File: config.mk
export PLATFORM = sky130hd
export DESIGN_NAME = seq_detect_prog
export DESIGN_NICKNAME = d
export VERILOG_FILES = /design/src/rtl/seq_detect_prog.sv
export SDC_FILE = /design/constraint.sdc
export NUM_CORES = 1
export LEC_CHECK = 0
export CAP_MARGIN = 20
export CORE_MARGIN = 8
export CORE_UTILIZATION = 50
export CTS_CLUSTER_SIZE = 10
export DETAILED_ROUTE_END_ITERATION = 10
export DONT_BUFFER_PORTS = 1
export PLACE_DENSITY = 0.68
export SYNTH_ARGS = -nofsm -noshare
export SYNTH_HDL_FRONTEND = slang
export SYNTH_SLANG_ARGS = --single-unit
File: constraint.sdc
create_clock -name clock -period 1.8 [get_ports clock]
set_input_delay 0.27 -clock clock [delete_from_list [all_inputs] [get_ports clock]]
set_output_delay 0.27 -clock clock [all_outputs]
set_load 0.05 [all_outputs]
File: src/rtl/seq_detect_prog.sv
// -----------------------------------------------------------------------------
// seq_detect_prog
//   Programmable serial sequence detector. A WIDTH-bit pattern is loaded at run
//   time. The detector then watches a qualified serial stream and pulses y_out
//   for one cycle on every match. Matches may overlap or not, as selected by
//   the overlap input. It also keeps a saturating count of matches.
//
// Ports
//   clock      : rising-edge clock
//   reset      : synchronous, active-low reset
//   x_in       : serial data bit
//   x_valid    : x_in is sampled only when high
//   pat_load   : load pat_in as the new pattern and restart detection
//   pat_in     : pattern; bit WIDTH-1 is the first bit expected on the line
//   overlap    : 1 = overlapping matches, 0 = non-overlapping
//   y_out      : registered one-cycle match pulse
//   armed      : high while the window is full and comparing
//   match_cnt  : saturating match count since reset or the last pat_load
//   cnt_sat    : high once match_cnt has reached all-ones
// -----------------------------------------------------------------------------
module seq_detect_prog #(
  parameter int WIDTH = 4,
  parameter int CNT_W = 8
) (
  input  logic             clock,
  input  logic             reset,
  input  logic             x_in,
  input  logic             x_valid,
  input  logic             pat_load,
  input  logic [WIDTH-1:0] pat_in,
  input  logic             overlap,
  output logic             y_out,
  output logic             armed,
  output logic [CNT_W-1:0] match_cnt,
  output logic             cnt_sat
);

  localparam int FW = $clog2(WIDTH + 1);
  localparam logic [FW-1:0] FILL_FULL = FW'(WIDTH);

  typedef enum logic [1:0] {
    S_IDLE  = 2'd0,
    S_FILL  = 2'd1,
    S_ARMED = 2'd2
  } state_t;

  state_t           r_state;
  logic [WIDTH-1:0] r_pattern;
  logic [WIDTH-2:0] r_hist;
  logic [FW-1:0]    r_fill;
  logic             r_y;
  logic             r_armed;
  logic [CNT_W-1:0] r_cnt;
  logic             r_sat;

  logic [WIDTH-1:0] w_win;
  logic [FW-1:0]    w_fill_n;
  logic             w_match;
  logic [CNT_W-1:0] w_cnt_next;

  // Increment that sticks at all-ones instead of wrapping.
  function automatic logic [CNT_W-1:0] sat_inc(input logic [CNT_W-1:0] v);
    return (&v) ? v : v + CNT_W'(1);
  endfunction

  // Candidate window: stored history followed by the bit arriving now.
  assign w_win      = {r_hist, x_in};
  // The fill count tops out at WIDTH once the window has been filled.
  assign w_fill_n   = (r_fill >= FILL_FULL) ? FILL_FULL : r_fill + FW'(1);
  assign w_match    = (w_fill_n == FILL_FULL) && (w_win == r_pattern);
  assign w_cnt_next = sat_inc(r_cnt);

  always_ff @(posedge clock) begin
    if (!reset) begin
      r_state   <= S_IDLE;
      r_pattern <= '0;
      r_hist    <= '0;
      r_fill    <= '0;
      r_y       <= 1'b0;
      r_armed   <= 1'b0;
      r_cnt     <= '0;
      r_sat     <= 1'b0;
    end else begin
      // y_out is a pulse: it is cleared on every edge unless a match sets it.
      r_y <= 1'b0;
      if (pat_load) begin
        // A valid bit arriving with the load is deliberately dropped.
        r_pattern <= pat_in;
        r_hist    <= '0;
        r_fill    <= '0;
        r_cnt     <= '0;
        r_sat     <= 1'b0;
        r_state   <= S_FILL;
        r_armed   <= 1'b0;
      end else if (x_valid && (r_state != S_IDLE)) begin
        r_hist <= w_win[WIDTH-2:0];
        if (w_match) begin
          r_y   <= 1'b1;
          r_cnt <= w_cnt_next;
          r_sat <= &w_cnt_next;
          if (overlap) begin
            // The window stays full, so the very next bit can match again.
            r_fill  <= FILL_FULL;
            r_state <= S_ARMED;
            r_armed <= 1'b1;
          end else begin
            // Refill from scratch: WIDTH fresh bits before the next match.
            r_fill  <= '0;
            r_state <= S_FILL;
            r_armed <= 1'b0;
          end
        end else begin
          r_fill <= w_fill_n;
          if (w_fill_n == FILL_FULL) begin
            r_state <= S_ARMED;
            r_armed <= 1'b1;
          end else begin
            r_state <= S_FILL;
            r_armed <= 1'b0;
          end
        end
      end
    end
  end

  assign y_out     = r_y;
  assign armed     = r_armed;
  assign match_cnt = r_cnt;
  assign cnt_sat   = r_sat;

endmodule

==> flow_summary.ini, run 1 <==
[timing]
worst_slew_pin_slew_ns = 0.640
setup_slack_ns = 0.0643
hold_violations = 0
min_period_over_period_pct = 96.4
finalCriticalPeriod_ns = 1.74
maxSlewViolCount = 0
fmax_mhz = 576
relSlewSlack_pct = 57.3
fin_skew_ns = 0.00266
finalSetupViolations = 0

[synthesis]
synthAdderAreaFrac_pct = 3.31
synth_nets = 141
synth_top_family_by_area = simple AND/OR/NAND/NOR gates
synthCells = 128
synth-compound-area-share_pct = 19.3
synth-xor-area-share_pct = 5.41
yosysUniqueCellTypes = 40
yosysSeqAreaShare_pct = 38.9
yosysWarningCount = 0
muxShareOfSynthArea_pct = 4.42
ys_ff_latch = 22
syn_area_mm2 = 0.00113
avgSynthCellArea_um2 = 8.85
yosys.area_share.simple_pct = 25.3

[floorplan]
placement_rows = 17
core_area_mm2 = 0.00217
die_area_mm2 = 0.00404
num_io_pins = 21
start_util_pct = 52.2
die_w_um = 63.6
die_h_um = 63.6

[drt]
vias = 1019
drtIter0Drc = 59
drc = 0
finalWirelength_um = 2720
ant_nets = 0
dr.pass1.iters = 4
via_per_inst = 6.03
wl_per_cell_um = 16.1

[global_routing]
antenna_found_initial = 0
grt_pass1_vias = 947
gr-total-overflow = 0
grt_pass1_wl_um = 4550
grt_max_degree = 17
grt_use_total_pct = 13.6

[cts]
cts_root_buf = clkbuf_4
insertion_delay_ns = 0.31
numCtsBuffers = 3
cts.clk_slew.worst_paths_ns = 0.13
clock_path_buffers = 2
cts_tree = yes
cts-htree-levels = 1
cts_sinks = 22
post_cts_buffers = 0
holdBufCountCts = 0

[power]
power.density_mw_per_mm2 = 630
max-vdd-ir-drop_mv = 0.519
power_mw = 0.879
leakage_nw = 0.462

[finish]
syn_to_final_growth_pct = 23.2
antennaDiodeCount = 0
layout.nets = 155
drive_above_1_share_pct = 32.6

[setup_path]
crit_fanout = 7
critPathSlowestCell = dfxtp_2
cp-start-kind = flip-flop
crit_type = flip-flop to flip-flop
max_stage_delay_ns = 0.35
critPathCaptureType = flip-flop
path_buf_inv = 1
cp.arrival_ns = 1.91
critPathRequiredTime_ns = 1.98
path_delay_family = simple AND/OR/NAND/NOR gates
critical_path.cell_chain = inv_1, ha_4, and3b_2, o21ai_4, or2_4, nor4b_4, a211oi_1

[run_status]
status = finished, final reports clean

[placement]
place_hpwl_um = 1840
place_ws_ns = -0.0352
place_congestion = 0.830
port_buffers = 0

[min_path]
holdCritPathClass = input pin to flip-flop

[flow_run]
max-cap-violations = 0
==> cell usage after synthesis (all sizes together) <==
cell type	instances	area (µm²)
a211oi	4	30.0
nand3	4	20.0
mux2i	5	50.1
a31oi	2	12.5
nand3b	1	7.51
o21a	3	22.5
and4b	1	10.0
a32o	1	10.0
nand4	2	18.8
o2111ai	2	17.5
nor3	4	25.0
dfxtp	22	440
nor4b	2	17.5
and4	1	8.76
and2b	2	17.5
inv	2	7.51
nor4	1	6.26
nand2b	2	12.5
nor2	11	41.3
o21ai	5	32.5
a2111o	1	11.3
a32oi	1	8.76
a311oi	1	8.76
xnor2	7	61.3
or3b	1	8.76
or2	1	6.26
and2	1	6.26
and3b	1	8.76
buf	3	15.0
a21oi	9	45.0
nor2b	5	31.3
o22ai	2	12.5
nand2	9	33.8
clkbuf	4	15.0
ha	3	37.5
o21bai	1	7.51
and3	1	6.26
==> what timing repair did <==
item,in CTS,in global routing
endpoints found under the setup margin,2,9
pin swaps,0,3
resized for setup,4,13
==> kinds of logic (layout without fill, tap and decap cells) <==
logic type	after synthesis	after routing
simple gates	50	50
compound gates	32	32
flops	22	22
buf+inv	9	22
xor+xnor	7	7
mux	5	5
fa+ha+maj	3	3
==> metal layers <==
metal,vias up,part of all wire (%),global-route usage (%)
met2,39,48,20.5
met1,487,43,17.1
li1,486,-,-
met4,0,2.1,6.96
met3,7,6.8,4.06
met5,-,0,0
==> through the flow <==
stage                     hold slack (ns)  util [%]  std cells  TNS [ns]  area [µm²]
after CTS                          0.0531      61.5        169         0        1340
after global placement              0.393      58.7        165         0        1270
final                              0.0641      64.3        169         0        1400
after global routing               0.0378      64.3        169   -0.0120        1400
after floorplan                     0.387         -        128         0        1150
after detailed placement            0.391      58.7        165   -0.0352        1270
==> sequential cells by signal, indices dropped and copies added (netlist names) <==
register   count
cnt_sat        1
match_cnt      8
r_fill         3
r_hist         3
r_pattern      4
r_state        2
y_out          1
==> final timing paths <==
path / startpoint / end / slack (ns) / cells after the start
min reg2reg: r_fill[1] / r_fill[1] / 0.47 / 2
max: r_fill[1] / match_cnt[7] / 0.06 / 7
max reg2reg: r_fill[1] / match_cnt[7] / 0.06 / 7
min: reset / r_state[0] / 0.06 / 1
==> where the power goes <==
group / switching (mW) / leakage [nW] / total (mW) / internal [mW]
Combinational: 0.0286 / 0.253 / 0.0538 / 0.0252
Sequential: 0.00546 / 0.183 / 0.498 / 0.492
Clock: 0.158 / 0.0261 / 0.328 / 0.170
==> layout make-up <==
cell class                 count  area [µm²]
tap                           28        35.0
timing repair buffer          16         124
inverter                       2        7.51
fill                         181         774
multi-input combinational     97         726
sequential                    22         455
clock buffer                   4        47.5
==> cells in the final DEF, fill, tap and decap left out, types with 2 or more instances in the layout <==
cell type	instances
nor2_1	11
dfxtp_1	14
xnor2_1	6
o2111ai_1	2
clkbuf_4	3
dfxtp_4	2
a21oi_1	9
dfxtp_2	6
and2b_2	2
nor2b_1	5
nand2b_1	2
o21a_1	3
ha_2	2
a211oi_1	4
nor3_1	3
nand2_1	9
nand3_1	3
mux2i_1	5
a31oi_1	2
buf_4	15
o21ai_0	3
No activity file was read; power rests on OpenSTA's default activity.
==> inputs of run 2 (changes only) <==
--- a/config.mk
+++ b/config.mk
@@ -6,12 +6,15 @@
 export NUM_CORES = 1
 export LEC_CHECK = 0
 export CAP_MARGIN = 20
+export CELL_PAD_IN_SITES_DETAIL_PLACEMENT = 0
+export CELL_PAD_IN_SITES_GLOBAL_PLACEMENT = 1
 export CORE_MARGIN = 8
-export CORE_UTILIZATION = 50
+export CORE_UTILIZATION = 45
 export CTS_CLUSTER_SIZE = 10
 export DETAILED_ROUTE_END_ITERATION = 10
 export DONT_BUFFER_PORTS = 1
-export PLACE_DENSITY = 0.68
+export HOLD_SLACK_MARGIN = 0.03
+export PLACE_DENSITY_LB_ADDON = 0.1
 export SYNTH_ARGS = -nofsm -noshare
 export SYNTH_HDL_FRONTEND = slang
 export SYNTH_SLANG_ARGS = --single-unit
==> constraint.sdc (replaced) <==
create_clock -name clock -period 1.62 [get_ports clock]
set_input_delay 0.243 -clock clock [delete_from_list [all_inputs] [get_ports clock]]
set_output_delay 0.243 -clock clock [all_outputs]
set_load 0.05 [all_outputs]
==> run 2 against run 1 <==
Cell area up 10%. Largest cell class unchanged. Largest power group unchanged. The run now ends with setup timing left. Clock skew about the same. Non-clock buffer count up 8. Die area up 8.2%. Combinational power up 50%. Global-route usage down 0.11 points. Sequential share of layout area down 2.8 points.
==> flow_summary.ini, run 2 (synthesis results as in run 1) <==
[run_status]
status = finished with violations
violations = setup timing

[setup_path]
reg2reg_slack_ns = -0.13
path_delay_family = simple AND/OR/NAND/NOR gates
critPathRequiredTime_ns = 1.81
crit_fanout = 7
critPathCaptureType = flip-flop
cp-start-kind = flip-flop
reg2reg_from = r_fill[0]
cp.arrival_ns = 1.94
max_stage_delay_ns = 0.36
crit_type = flip-flop to flip-flop
reg2reg_to = match_cnt[7]
path_buf_inv = 1
worstRegToRegCells = 7
critical_path.cell_chain = inv_2, ha_4, and3b_2, o21ai_4, or2_4, nor4b_4, a211oi_2
critPathSlowestCell = dfxtp_2

[timing]
finalCriticalPeriod_ns = 1.75
fin_skew_ns = 0.00302
hold_violations = 0
fmax_mhz = 571
relSlewSlack_pct = 49.9
min_period_over_period_pct = 108
maxSlewViolCount = 0
setup_slack_ns = -0.130
worst_slew_pin_slew_ns = 0.752
finalSetupViolations = 8
rsz0062_at_grt = yes
finalSetupTns_ns = -0.440

[cts]
cts_tree = yes
cts_sinks = 22
cts_root_buf = clkbuf_4
cts.clk_slew.worst_paths_ns = 0.14
clock_path_buffers = 2
insertion_delay_ns = 0.32
numCtsBuffers = 3
cts-htree-levels = 1

[drt]
drc = 0
vias = 1030
dr.pass1.iters = 4
ant_nets = 0
wl_per_cell_um = 16.7
via_per_inst = 5.75
drtIter0Drc = 46
finalWirelength_um = 2990

[finish]
antennaDiodeCount = 0
layout.cells.most_common = buf_4
mostFrequentLayoutCells = buf_4 (20), dfxtp_1 (11), nor2_1 (10)
syn_to_final_growth_pct = 35.8
layout.nets = 163
stdcell_count = 179
fillers = 216
drive_above_1_share_pct = 41.6
final_cell_area_mm2 = 0.00154
largest_register_ffs = 8

[power]
max-vdd-ir-drop_mv = 0.422
power.density_mw_per_mm2 = 624
leakage_nw = 0.515
power_mw = 0.959

[floorplan]
start_util_pct = 46.6
num_io_pins = 21
die_h_um = 66.2
core_area_mm2 = 0.00243
die_area_mm2 = 0.00438
die_w_um = 66.2
placement_rows = 18

[global_routing]
gr-total-overflow = 0
grt_max_degree = 17
antenna_found_initial = 0
grt_pass1_wl_um = 4810
grt_use_total_pct = 13.5
grt_pass1_vias = 992

[min_path]
worstHoldStart = pat_load
hold_end = r_state[0]
holdCritPathClass = input pin to flip-flop
whs_path_depth = 1

[placement]
place_hpwl_um = 1990
dpl.cell_count = 170
place_ws_ns = -0.162
placed_cell_area_mm2 = 0.00132
port_buffers = 0
place_congestion = 0.876

[flow_run]
max-cap-violations = 0
==> run 2: area by class of cell <==
class / count / area [µm²] / area share [%]
Multi-Input combinational cell: 97 / 805 / 52.3
Sequential cell: 22 / 459 / 29.9
Timing Repair Buffer: 24 / 193 / 12.5
Tap cell: 30 / 37.5 / 2.44
Clock buffer: 4 / 36.3 / 2.36
Inverter: 2 / 7.51 / 0.488
==> run 2: how the worst max path moves through the flow <==
stage,startpoint,end,slack (ns),cells after the start
CTS,r_fill[0],match_cnt[7],-0.12,7
floorplan,r_fill[0],match_cnt[7],-0.05,7
detailed placement,r_fill[1],match_cnt[7],-0.16,7
global route,r_fill[0],match_cnt[7],-0.21,7
global placement,r_fill[1],match_cnt[7],-0.17,7
finish,r_fill[0],match_cnt[7],-0.13,7
==> run 2: layer usage <==
layer	global-route usage, %	up-vias	wire length (µm)
met5	0	-	0
met4	2.93	0	8
met3	3.56	2	169
met2	21.0	26	1420
met1	18.2	493	1390
li1	-	509	-
==> run 2: power by group <==
part,leakage (nW),switching (mW),total [mW],internal (mW)
Clock,0.0210,0.186,0.324,0.137
Combinational,0.310,0.0439,0.0807,0.0369
Sequential,0.185,0.00817,0.555,0.547
Total,0.515,0.238,0.959,0.721
==> run 2: timing repair <==
item	in CTS	in global routing
endpoints found under the hold margin	1	2
hold buffers	1	1
endpoints found under the setup margin	12	13
setup buffers	2	3
pin swaps	8	12
gates resized for setup	8	17
==> run 2: per-stage QoR <==
stage	utilization, %	hold slack, ns
floorplan	-	0.360
global placement	54.4	0.363
detailed placement	54.4	0.366
CTS	58.5	0.0359
global route	63.2	0.0381
finish	63.2	0.0396
==> run 2: worst register-to-register path: cells and delay by family (launching register included) <==
kind / cells / cell delay, ns
and+or+nand+nor: 3 / 0.79
DFF: 1 / 0.36
AOI/OAI and AO/OA: 2 / 0.20
adders and majority gates: 1 / 0.23
buffers and inverters: 1 / 0.04
==> inputs of run 3 (changes only) <==
--- a/config.mk
+++ b/config.mk
@@ -9,7 +9,7 @@
 export CELL_PAD_IN_SITES_DETAIL_PLACEMENT = 0
 export CELL_PAD_IN_SITES_GLOBAL_PLACEMENT = 1
 export CORE_MARGIN = 8
-export CORE_UTILIZATION = 45
+export CORE_UTILIZATION = 49
 export CTS_CLUSTER_SIZE = 10
 export DETAILED_ROUTE_END_ITERATION = 10
 export DONT_BUFFER_PORTS = 1
==> constraint.sdc (replaced) <==
create_clock -name clock -period 2.3 [get_ports clock]
set_input_delay 0.345 -clock clock [delete_from_list [all_inputs] [get_ports clock]]
set_output_delay 0.345 -clock clock [all_outputs]
set_load 0.05 [all_outputs]
==> run 3 against run 2 <==
The run now ends clean. Worst setup slack gained 0.45 ns. First-iteration DRC count shrank 17%. Sequential power shrank 29%. Utilization shrank 6.6 points. Wire length shrank 16%. Global-route usage shrank 1.1 points. Non-clock buffer count shrank 15. Clock skew grew 0.013 ns. Hold slack gained 0.11 ns. Critical path depth is the same. Critical path type unchanged. Highest routed layer unchanged.
==> flow_summary.ini, run 3 (synthesis results as in run 1) <==
[min_path]
holdCritPathClass = input pin to flip-flop
worstHoldStart = reset

[cts]
clock_path_buffers = 2
insertion_delay_ns = 0.32
cts-htree-levels = 1
post_cts_buffers = 0
cts_sinks = 22
holdBufCountCts = 0
ctsResizeCount = 0
cts_root_buf = clkbuf_4
numCtsBuffers = 3
cts.clk_slew.worst_paths_ns = 0.14
cts_tree = yes

[drt]
vias = 982
dr.pass1.iters = 4
wl_per_cell_um = 15.5
via_per_inst = 6.06
ant_nets = 0
drtIter0Drc = 38
finalWirelength_um = 2510
drc = 0

[setup_path]
cp.arrival_ns = 2.17
cp-start-kind = flip-flop
reg2reg_from = r_fill[0]
crit_fanout = 7
crit_type = flip-flop to flip-flop
critPathCaptureType = flip-flop
critPathRequiredTime_ns = 2.49
startpoint = r_fill[0]

[floorplan]
start_util_pct = 51.7
num_io_pins = 21
placement_rows = 17
die_h_um = 64.1
die_area_mm2 = 0.00410
die_w_um = 64.1
core_area_mm2 = 0.00219

[timing]
relSlewSlack_pct = 53.1
fmax_mhz = 504
hold_violations = 0
finalCriticalPeriod_ns = 1.98
rsz0062_at_grt = no
finalSetupTns_ns = 0
finalSetupViolations = 0
worst_slew_pin_slew_ns = 0.696
min_period_over_period_pct = 86.3
fin_skew_ns = 0.0159
maxSlewViolCount = 0

[global_routing]
grt_use_total_pct = 12.5
antenna_found_initial = 0
grt_pass1_wl_um = 4280
grt_pass1_vias = 901
gr-total-overflow = 0
grt_max_degree = 17

[power]
power.density_mw_per_mm2 = 523
clkPwrFrac_pct = 34.0
power_mw = 0.649
power.switching_mw = 0.149
p_seq_share_pct = 60.5
internal-power_mw = 0.500
swShare_pct = 22.9
leakage_nw = 0.413
combPwrFrac_pct = 5.5
max-vdd-ir-drop_mv = 0.317

[finish]
syn_to_final_growth_pct = 9.61
drive_above_1_share_pct = 14.2
regArea_um2 = 440
mostFrequentLayoutCells = dfxtp_1 (22), nor2_1 (11), a21oi_1 (9), nand2_1 (9), buf_4 (9)
multi_input_area_um2 = 654
antennaDiodeCount = 0
largest_register_ffs = 8
fillers = 190
final_core_util_pct = 56.7
layout.nets = 148
layout.cells.most_common = dfxtp_1

[flow_run]
max-cap-violations = 0

[run_status]
status = finished, final reports clean

[placement]
port_buffers = 0
place_hpwl_um = 1850
place_congestion = 0.806
==> run 3: cell count changes in the layout (fill, tap and decap cells not counted), moves of 2 or more <==
cell,delta
buf_4,-11
buf_6,-2
dfxtp_1,+11
dfxtp_2,-9
dfxtp_4,-2
dlygate4sd3_1,-2
ha_1,+3
ha_4,-3
inv_1,+2
inv_2,-2
nor4b_1,+2
nor4b_4,-2
xnor2_1,+3
xnor2_2,-3
==> run 3: final timing paths <==
kind | end | slack [ns] | depth (start not counted)
worst max-delay path | match_cnt[7] | 0.32 | 7
worst min-delay path | r_state[0] | 0.15 | 1
worst min register to register | r_fill[1] | 0.48 | 2
worst max register to register | match_cnt[7] | 0.32 | 7
==> run 3: per-stage QoR <==
step                      area [µm²]  hold slack [ns]  instances  setup WS [ns]
after detailed placement        1200            0.468        158          0.322
after floorplan                 1130            0.449        128          0.207
after CTS                       1240            0.141        162          0.292
after global routing            1240            0.129        162          0.103
after global placement          1200            0.462        158          0.399
final                           1240            0.148        162          0.316
==> run 3: critical path, cell delays in order, from the launching register on <==
cell	delay, ns
dfxtp_1	0.42
inv_1	0.06
ha_1	0.30
and3b_1	0.23
o21ai_2	0.11
or2_1	0.31
nor4b_1	0.32
a211oi_1	0.12
==> run 3: metal layers <==
metal  part of all wire, %  vias up  wire length, µm  global-route usage [%]
met1                    46      457             1140                    15.7
met3                   8.3        6              209                    3.83
met2                    44       42             1110                    19.3
met5                     0        -                0                       0
li1                      -      477                -                       -
met4                   1.8        0               44                    5.01
==> run 3: power by group through the flow <==
stage | combinational [mW] | clock (mW) | sequential [mW]
2_1_floorplan | 0.0331 | 0 | 0.400
3_3_place_gp | 0.0357 | 0 | 0.401
3_5_place_dp | 0.0361 | 0 | 0.401
4_1_cts | 0.0362 | 0.221 | 0.393
5_1_grt | 0.0400 | 0.235 | 0.393
6_report | 0.0360 | 0.221 | 0.392
==> run 3: layout make-up <==
class | count | share of cell area [%]
Clock buffer | 4 | 2.92
Inverter | 2 | 0.605
Multi-Input combinational cell | 97 | 52.7
Sequential cell | 22 | 35.5
Tap cell | 28 | 2.82
Timing Repair Buffer | 9 | 5.44
